<file path="config.mk">
export PLATFORM = sky130hd
export DESIGN_NAME = regfile_acc_alu
export DESIGN_NICKNAME = d
export VERILOG_FILES = /design/src/rtl/regfile_acc_alu.sv
export SDC_FILE = /design/constraint.sdc
export NUM_CORES = 1
export LEC_CHECK = 0
export ABC_CLOCK_PERIOD_IN_PS = 5140
export CORE_MARGIN = 5
export CORE_UTILIZATION = 50
export DETAILED_ROUTE_END_ITERATION = 6
export HOLD_SLACK_MARGIN = 0.1
export PLACE_DENSITY = 0.75
export REMOVE_ABC_BUFFERS = 1
export SYNTH_ARGS = -nofsm -noshare
export SYNTH_HDL_FRONTEND = slang
export SYNTH_SLANG_ARGS = --single-unit
</file>
<file path="constraint.sdc">
create_clock -name clk -period 5.14 [get_ports clk]
set_clock_uncertainty 0.15 [all_clocks]
set_input_delay 1.285 -clock clk [delete_from_list [all_inputs] [get_ports clk]]
set_output_delay 1.285 -clock clk [all_outputs]
set_load 0.01 [all_outputs]
</file>
<file path="src/rtl/regfile_acc_alu.sv">
// 8-bit datapath slice: register file, accumulator and add/subtract unit.
// Ops commit on the edge where start is sampled; done pulses the following cycle.
module regfile_acc_alu #(
    parameter int DATA_W = 8,
    parameter int ADDR_W = 3,
    parameter logic [DATA_W-1:0] ACC_INIT = DATA_W'(10)
) (
    input  logic              clk,
    input  logic              rst,
    input  logic              start,
    input  logic [3:0]        opcode,
    input  logic [ADDR_W-1:0] rs1,
    input  logic [ADDR_W-1:0] rs2,
    input  logic [DATA_W-1:0] imm,
    input  logic              load_en,
    input  logic [ADDR_W-1:0] load_addr,
    input  logic [DATA_W-1:0] load_data,
    input  logic [ADDR_W-1:0] dbg_addr,
    output logic [DATA_W-1:0] dbg_data,
    output logic [DATA_W-1:0] acc,
    output logic              cout,
    output logic              done
);

    localparam int NREGS = 1 << ADDR_W;

    localparam logic [3:0] OP_ADD = 4'b0010;
    localparam logic [3:0] OP_SUB = 4'b0011;
    localparam logic [3:0] OP_INR = 4'b0101;
    localparam logic [3:0] OP_DCR = 4'b0110;
    localparam logic [3:0] OP_ADI = 4'b0111;
    localparam logic [3:0] OP_SBI = 4'b1001;

    logic [DATA_W-1:0] regs_q [NREGS];
    logic [DATA_W-1:0] acc_q, acc_d;
    logic              cout_q, cout_d;
    logic              done_q, done_d;

    logic              regWe;
    logic [ADDR_W-1:0] regWAddr;
    logic [DATA_W-1:0] regWData;

    logic [DATA_W-1:0] opA, opB;
    logic              isSub, opValid, writesAcc, writesReg, opFires;
    logic [DATA_W:0]   aluRes;

    // Subtraction in DATA_W+1 bits leaves the borrow in the top bit, mirroring the add carry.
    always_comb begin
        opA       = regs_q[rs1];
        opB       = regs_q[rs2];
        isSub     = 1'b0;
        opValid   = 1'b1;
        writesAcc = 1'b0;
        writesReg = 1'b0;
        case (opcode)
            OP_ADD: writesAcc = 1'b1;
            OP_SUB: begin
                writesAcc = 1'b1;
                isSub     = 1'b1;
            end
            OP_ADI: begin
                opB       = imm;
                writesAcc = 1'b1;
            end
            OP_SBI: begin
                opB       = imm;
                isSub     = 1'b1;
                writesAcc = 1'b1;
            end
            OP_INR: begin
                opB       = DATA_W'(1);
                writesReg = 1'b1;
            end
            OP_DCR: begin
                opB       = DATA_W'(1);
                isSub     = 1'b1;
                writesReg = 1'b1;
            end
            default: opValid = 1'b0;
        endcase
        aluRes  = isSub ? ({1'b0, opA} - {1'b0, opB}) : ({1'b0, opA} + {1'b0, opB});
        opFires = start && opValid;
    end

    // INR/DCR writeback owns the single write port; a concurrent load is dropped.
    always_comb begin
        acc_d    = acc_q;
        cout_d   = cout_q;
        done_d   = 1'b0;
        regWe    = 1'b0;
        regWAddr = load_addr;
        regWData = load_data;
        if (opFires) begin
            done_d = 1'b1;
            cout_d = aluRes[DATA_W];
            if (writesAcc) begin
                acc_d = aluRes[DATA_W-1:0];
            end
        end
        if (opFires && writesReg) begin
            regWe    = 1'b1;
            regWAddr = rs1;
            regWData = aluRes[DATA_W-1:0];
        end else if (load_en) begin
            regWe = 1'b1;
        end
    end

    always_ff @(posedge clk) begin
        if (rst) begin
            for (int i = 0; i < NREGS; i++) begin
                regs_q[i] <= '0;
            end
            acc_q  <= ACC_INIT;
            cout_q <= 1'b0;
            done_q <= 1'b0;
        end else begin
            if (regWe) begin
                regs_q[regWAddr] <= regWData;
            end
            acc_q  <= acc_d;
            cout_q <= cout_d;
            done_q <= done_d;
        end
    end

    assign dbg_data = regs_q[dbg_addr];
    assign acc      = acc_q;
    assign cout     = cout_q;
    assign done     = done_q;

endmodule

</file>
==> out/qor.txt, run 1 <==
top cells by area in the synthesized netlist: edfxtp_1 38%, mux4_2 17%, nor2_1 5.7%
gpl congestion: 0.914
switching power share of the total: 31.1%
row count: 36
initial antenna violation count: 0
Congestion Overflow GR: 0
part of the power in the clock network: 27.6%
antenna-violating nets left: 0
Pwr Density: 282 nW/um2
DR WL/cell: 22.1 um
clk sinks: 74
Cell Area, Synth: 5040 um2
Die Ht: 110 um
Core Area: 9820 um2
share of cells above drive strength 1: 28.7%
Design Power: 0.00181 W
Post-synth EDFFs: 64
post-synth top area share: 38.1%
Final Max Tran Viols: 0
Synth cell types: 49
drt pass-1 iters: 5
WL final: 14.7 mm
Filler Cell Count: 749
# DRC: 0
leading area contributor after synthesis: edfxtp_1
# nets final: 575
Int Pwr: 0.00124 W
IO Count: 54
hold_ws: 0.316 ns
relative slew slack: 52.0%
crit path max-delay cell type: mux4_1
final-report setup violation count: 0
first-pass GRT wire length: 23.0 mm
CP Class: in -> reg
worst hold path type: reg -> reg
CP max FO: 8
Combinational Power Share: 33.2%
Final Hold Violating Endpoints: 0
Root Buffer: clkbuf_8
Mean Syn Cell Area: 12.0 um2
Cells after Synth: 420
worst skew pair latency: 0.36 ns
WP data required: 5.08 ns
Synth Flop Type: edfxtp_1
status: completed
via density per instance: 6.13
GRT Util Overall: 24.3%
Synth warnings: 0
number of max-cap violations: 0
P_sw: 0.000562 W
cts bufs inserted: 9
initial core utilization: 51.4%
CP max stage delay: 0.55 ns
commonest non-fill, non-tap cells in the layout: 76 x nor2_1, 64 x buf_4, 64 x edfxtp_1
Synth async-reset ratio: 0%
Clock transition at path regs: 0.09 ns
initial DRC count: 643
Critical Path, Cell by Cell: clkdlybuf4s50_1, buf_12, mux4_1, mux2i_1, o21ai_1, inv_1, ha_1, nor2_1, xor2_1, ha_1, nor2b_2, o21ai_2, a21boi_2, o21a_1, or3_1, a31oi_1, buf_4, nor2_1
fin crit period: 5.04 ns
CP bufs+invs: 4
CP delay by family, top: buffers and inverters
Area Overhead vs Synth: 27.0%
TritonCTS clock tree: yes
Vias: 4092
Max VDD drop: 0.141 mV
H-tree Lvls: 3
Ant. Diodes: 0
final worst-path cycle share: 98.1%
highest clock rate: 198 MHz
Clock Path Buffers: 2
crit path DAT: 4.98 ns
register area share after synthesis: 42.1%
Lkg Pwr: 2.46 nW
number of global-route vias before repair: 4216
Setup crit end kind: register
Slew @ Worst Pin: 0.720 ns
dpl hpwl: 10.7 mm
synthesized flop and latch total: 74
commonest non-fill, non-tap cell in the layout: nor2_1
largest net degree at the start of global routing: 19
Seq pwr share: 39.2%
CP Launch Type: primary input
die area: 12200 um2
die width: 110 um
Port Buffers: 53
power by group through the flow:
| stage | Clock, W | Sequential, W | Combinational [W] |
|---|---|---|---|
| finish | 0.000499 | 0.000708 | 0.000600 |
| detailed placement | 0 | 0.000720 | 0.000575 |
| floorplan | 0 | 0.000716 | 0.000304 |
| global route | 0.000527 | 0.000711 | 0.000646 |
| global placement | 0 | 0.000718 | 0.000563 |
| CTS | 0.000497 | 0.000707 | 0.000580 |
registers in the layout, indices dropped and copies added, names as in the netlist:
signal / cells
acc: 8
cout: 1
done: 1
regs_q: 64
layout make-up:
cell class	count	area [um2]	area share, %
multi-input cells	312	2780	43.5
flip-flops and latches	74	2120	33.1
repair buffers	120	1070	16.7
well taps	133	166	2.60
clock buffers	9	124	1.93
clock inverters	7	90.1	1.41
inverters	12	45.0	0.704
tightest hold or removal path, stage by stage (launching register included):
cell and delay, ns:
dfxtp_1 0.32, nand2_1 0.05, a21oi_1 0.05
repair_timing:
action	in CTS	in global routing
endpoints found under the setup margin	17	35
hold buffers	0	0
hold endpoints to repair	0	0
buffers inserted	0	0
resized for setup	2	12
pin swaps	0	2
synthesized netlist by cell type, types with 3 or more instances:
cell type,instances
nand2_1,30
mux2_2,16
o21ai_0,11
nand2b_1,9
mux4_2,39
clkbuf_1,13
ha_1,9
xnor2_1,8
nand3_1,6
buf_2,3
a31oi_1,5
edfxtp_1,64
nor3_1,3
nand3b_1,6
mux4_1,5
or3_1,3
dfxtp_1,10
nor2b_1,5
mux2i_1,24
nor2_1,76
xor2_1,3
a21oi_1,20
inv_1,12
o21a_1,6
worst paths after layout:
kind	startpoint	endpoint	slack, ns	cells after the start
hold / removal	acc[4]	acc[4]	0.32	2
setup / recovery	rs2[0]	regs_q[5][6]	0.1	18
setup reg to reg	regs_q[6][1]	regs_q[5][6]	1.24	16
hold reg to reg	acc[4]	acc[4]	0.32	2
per-stage QoR:
stage / instance area (um2) / setup TNS, ns / instances / setup WS, ns / util [%]
detailed placement: 6150 / -11.41 / 651 / -0.409 / 62.6
CTS: 6360 / 0 / 667 / 0.0266 / 64.8
finish: 6400 / 0 / 667 / 0.0999 / 65.2
floorplan: 4910 / 0 / 398 / 0.364 / -
global placement: 6150 / -9.05 / 651 / -0.369 / 62.6
global route: 6400 / -0.0162 / 667 / -0.0162 / 65.2
per-layer routing:
metal | wire length, um | track usage (%)
met5 | 0 | 0
met4 | 406 | 7.14
met3 | 1230 | 5.53
met2 | 7640 | 43.1
met1 | 5470 | 29.5
cell families after synthesis:
| kind of cell | Yosys count | synth area share, % |
|---|---|---|
| simple gates | 147 | 13.1 |
| mux | 84 | 28.4 |
| flops | 74 | 42.1 |
| compound gates | 60 | 8.49 |
| buf+inv | 34 | 3.47 |
| xor+xnor | 11 | 1.91 |
| fa+ha+maj | 10 | 2.63 |
Power figures use the tool's default switching activity.
==> inputs of run 2 (changes only) <==
--- a/config.mk
+++ b/config.mk
@@ -5,12 +5,12 @@
 export SDC_FILE = /design/constraint.sdc
 export NUM_CORES = 1
 export LEC_CHECK = 0
-export ABC_CLOCK_PERIOD_IN_PS = 5140
+export ABC_CLOCK_PERIOD_IN_PS = 5400
 export CORE_MARGIN = 5
 export CORE_UTILIZATION = 50
 export DETAILED_ROUTE_END_ITERATION = 6
 export HOLD_SLACK_MARGIN = 0.1
-export PLACE_DENSITY = 0.75
+export PLACE_DENSITY = 0.72
 export REMOVE_ABC_BUFFERS = 1
 export SYNTH_ARGS = -nofsm -noshare
 export SYNTH_HDL_FRONTEND = slang
==> constraint.sdc (replaced) <==
create_clock -name clk -period 5.4 [get_ports clk]
set_clock_uncertainty 0.15 [all_clocks]
set_input_delay 1.35 -clock clk [delete_from_list [all_inputs] [get_ports clk]]
set_output_delay 1.35 -clock clk [all_outputs]
set_load 0.01 [all_outputs]
==> run 2 against run 1 <==
Cell count is 1.9% lower. Worst setup slack better by 0.092 ns. Global-route usage shrank 0.60 points. Wire length down 1.2%. Utilization is 1.2 points lower. Register-to-register slack improved by 0.17 ns. Sequential cell count stayed put. Critical path depth is 1 lower. Die area is the same. Sequential power down 4.5%. Clock-buffer cell count is 1 higher. Sequential share of layout area increased by 0.64 points. Largest cell class unchanged. Largest power group unchanged.
==> out/qor.txt, run 2 (synthesized netlist as in run 1, its figures left out) <==
Clock transition at path regs: 0.08 ns
Hold Path Stages: 2
Ant. Diodes: 0
Combinational Power Share: 31.4%
Vias: 4041
initial DRC count: 383
setup_tns: 0 ns
fin crit period: 5.21 ns
commonest non-fill, non-tap cell in the layout: nor2_1
Port Buffers: 53
Congestion Overflow GR: 0
CP max stage delay: 0.56 ns
switching power share of the total: 29.4%
highest clock rate: 192 MHz
initial core utilization: 51.4%
final-report setup violation count: 0
Pwr Density: 268 nW/um2
register area: 2120 um2
first-pass GRT wire length: 22.3 mm
Multi-input gate area: 2750 um2
# nets final: 562
reg2reg start: regs_q[5][1]
WL final: 14.6 mm
Area Overhead vs Synth: 24.6%
Final Max Tran Viols: 0
number of global-route vias before repair: 4088
Slew @ Worst Pin: 0.657 ns
GRT Util Overall: 23.7%
Seq pwr share: 40.1%
Finished Layout Cells: 654
FF-to-FF path depth: 15
CP max FO: 8
die area: 12200 um2
crit path DAT: 5.14 ns
Worst Hold End: acc[6]
clk sinks: 74
row count: 36
crit path max-delay cell type: mux4_1
CP Launch Type: primary input
Setup crit end kind: register
gpl congestion: 0.859
cts bufs inserted: 9
hold_ws: 0.307 ns
Root Buffer: clkbuf_8
Core Area: 9820 um2
commonest non-fill, non-tap cells in the layout: 76 x nor2_1, 64 x edfxtp_1, 53 x clkdlybuf4s50_1
largest net degree at the start of global routing: 22
r2r setup slk: 1.41 ns
initial antenna violation count: 0
DR WL/cell: 22.3 um
Clock Path Buffers: 2
drt pass-1 iters: 5
IO Count: 54
dpl cells: 638
worst hold path type: reg -> reg
flip-flop count of the largest register after layout: 64
Critical Path, Cell by Cell: clkdlybuf4s50_1, buf_12, mux4_1, mux2i_1, o21ai_0, inv_1, ha_1, o21ai_1, ha_1, nor2b_1, o21ai_0, a21boi_0, o21a_1, or3_1, a31oi_1, buf_4, nor2_1
R2R Path End: regs_q[6][5]
die width: 110 um
Filler Cell Count: 794
Int Pwr: 0.00119 W
share of cells above drive strength 1: 25.0%
via density per instance: 6.18
relative slew slack: 56.2%
final worst-path cycle share: 96.4%
TritonCTS clock tree: yes
WP data required: 5.34 ns
Hold Startpoint: acc[6]
RSZ-0062 raised after global routing: false
dpl hpwl: 10.8 mm
worst skew pair latency: 0.35 ns
hold_buf cts: 0
# DRC: 0
CP Class: in -> reg
P_sw: 0.000495 W
number of max-cap violations: 0
Die Ht: 110 um
status: completed
Lkg Pwr: 2.38 nW
Max VDD drop: 0.126 mV
Final Hold Violating Endpoints: 0
part of the power in the clock network: 28.5%
Util after Layout: 64.0%
antenna-violating nets left: 0
H-tree Lvls: 3
Most flops, register: regs_q
[run 2: cell count changes in the layout (fill, tap and decap cells not counted), sizes merged]
cell | previous run | this run
buf | 67 | 54
clkinvlp | 0 | 1
inv | 18 | 14
bufinv | 1 | 2
clkbuf | 9 | 10
clkinv | 0 | 1
[run 2: worst max-delay path by stage]
stage | start | to | slack (ns) | depth (start not counted)
2_1_floorplan | opcode[2] | regs_q[0][6] | 0.56 | 16
3_3_place_gp | rs2[0] | regs_q[5][5] | -0.09 | 17
3_5_place_dp | rs2[0] | regs_q[6][5] | -0.20 | 17
4_1_cts | rs2[0] | regs_q[6][5] | 0.15 | 17
5_1_grt | rs2[0] | regs_q[4][6] | 0.006 | 18
6_report | rs2[0] | regs_q[6][5] | 0.19 | 17
[run 2: power by group through the flow]
stage / clock network (W) / logic, W / registers, W
finish: 0.000481 / 0.000529 / 0.000676
detailed placement: 0 / 0.000523 / 0.000687
floorplan: 0 / 0.000289 / 0.000681
global route: 0.000506 / 0.000571 / 0.000678
global placement: 0 / 0.000510 / 0.000684
CTS: 0.000483 / 0.000527 / 0.000675
[run 2: area by class of cell]
class	count	share of cell area (%)
Multi-Input combinational cell	312	43.7
Timing Repair Buffer	107	15.7
Sequential cell	74	33.8
Tap cell	133	2.65
Clock inverter	6	1.41
Clock buffer	10	2.03
Inverter	12	0.717
[run 2: critical path, delay by kind of cell]
kind,cells,cell delay [ns]
AO/OA/AOI/OAI,6,1.11
buffers and inverters,4,0.94
AND/OR/NAND/NOR,3,0.51
adder cells (fa/ha/maj),2,0.50
multiplexers,2,0.71
[run 2: layer usage]
| layer | GRT usage [%] | up-vias | routed length (um) |
|---|---|---|---|
| li1 | - | 1797 | - |
| met1 | 30.2 | 1993 | 5800 |
| met2 | 39.1 | 224 | 7170 |
| met3 | 5.63 | 27 | 1200 |
| met4 | 9.28 | 0 | 397 |
| met5 | 0 | - | 0 |
[run 2: through the flow]
| stage | instance area, um2 | total power, W | worst slack, ns |
|---|---|---|---|
| CTS | 6280 | 0.00168 | 0.151 |
| global placement | 6060 | 0.00119 | -0.0860 |
| finish | 6280 | 0.00169 | 0.192 |
| detailed placement | 6060 | 0.00121 | -0.197 |
| floorplan | 4910 | 0.000970 | 0.559 |
| global route | 6280 | 0.00176 | 0.00596 |
[run 2: timing repair]
item                       4_1_cts  5_1_grt
setup endpoints to repair        0       16
resized for setup                0        2
buffers inserted                 0        0
==> inputs of run 3 (changes only) <==
--- a/config.mk
+++ b/config.mk
@@ -8,6 +8,7 @@
 export ABC_CLOCK_PERIOD_IN_PS = 5400
 export CORE_MARGIN = 5
 export CORE_UTILIZATION = 50
+export CTS_CLUSTER_DIAMETER = 60
 export DETAILED_ROUTE_END_ITERATION = 6
 export HOLD_SLACK_MARGIN = 0.1
 export PLACE_DENSITY = 0.72
==> results of run 3 <==
The final DEF is identical to that of run 2; final timing and power are the same.
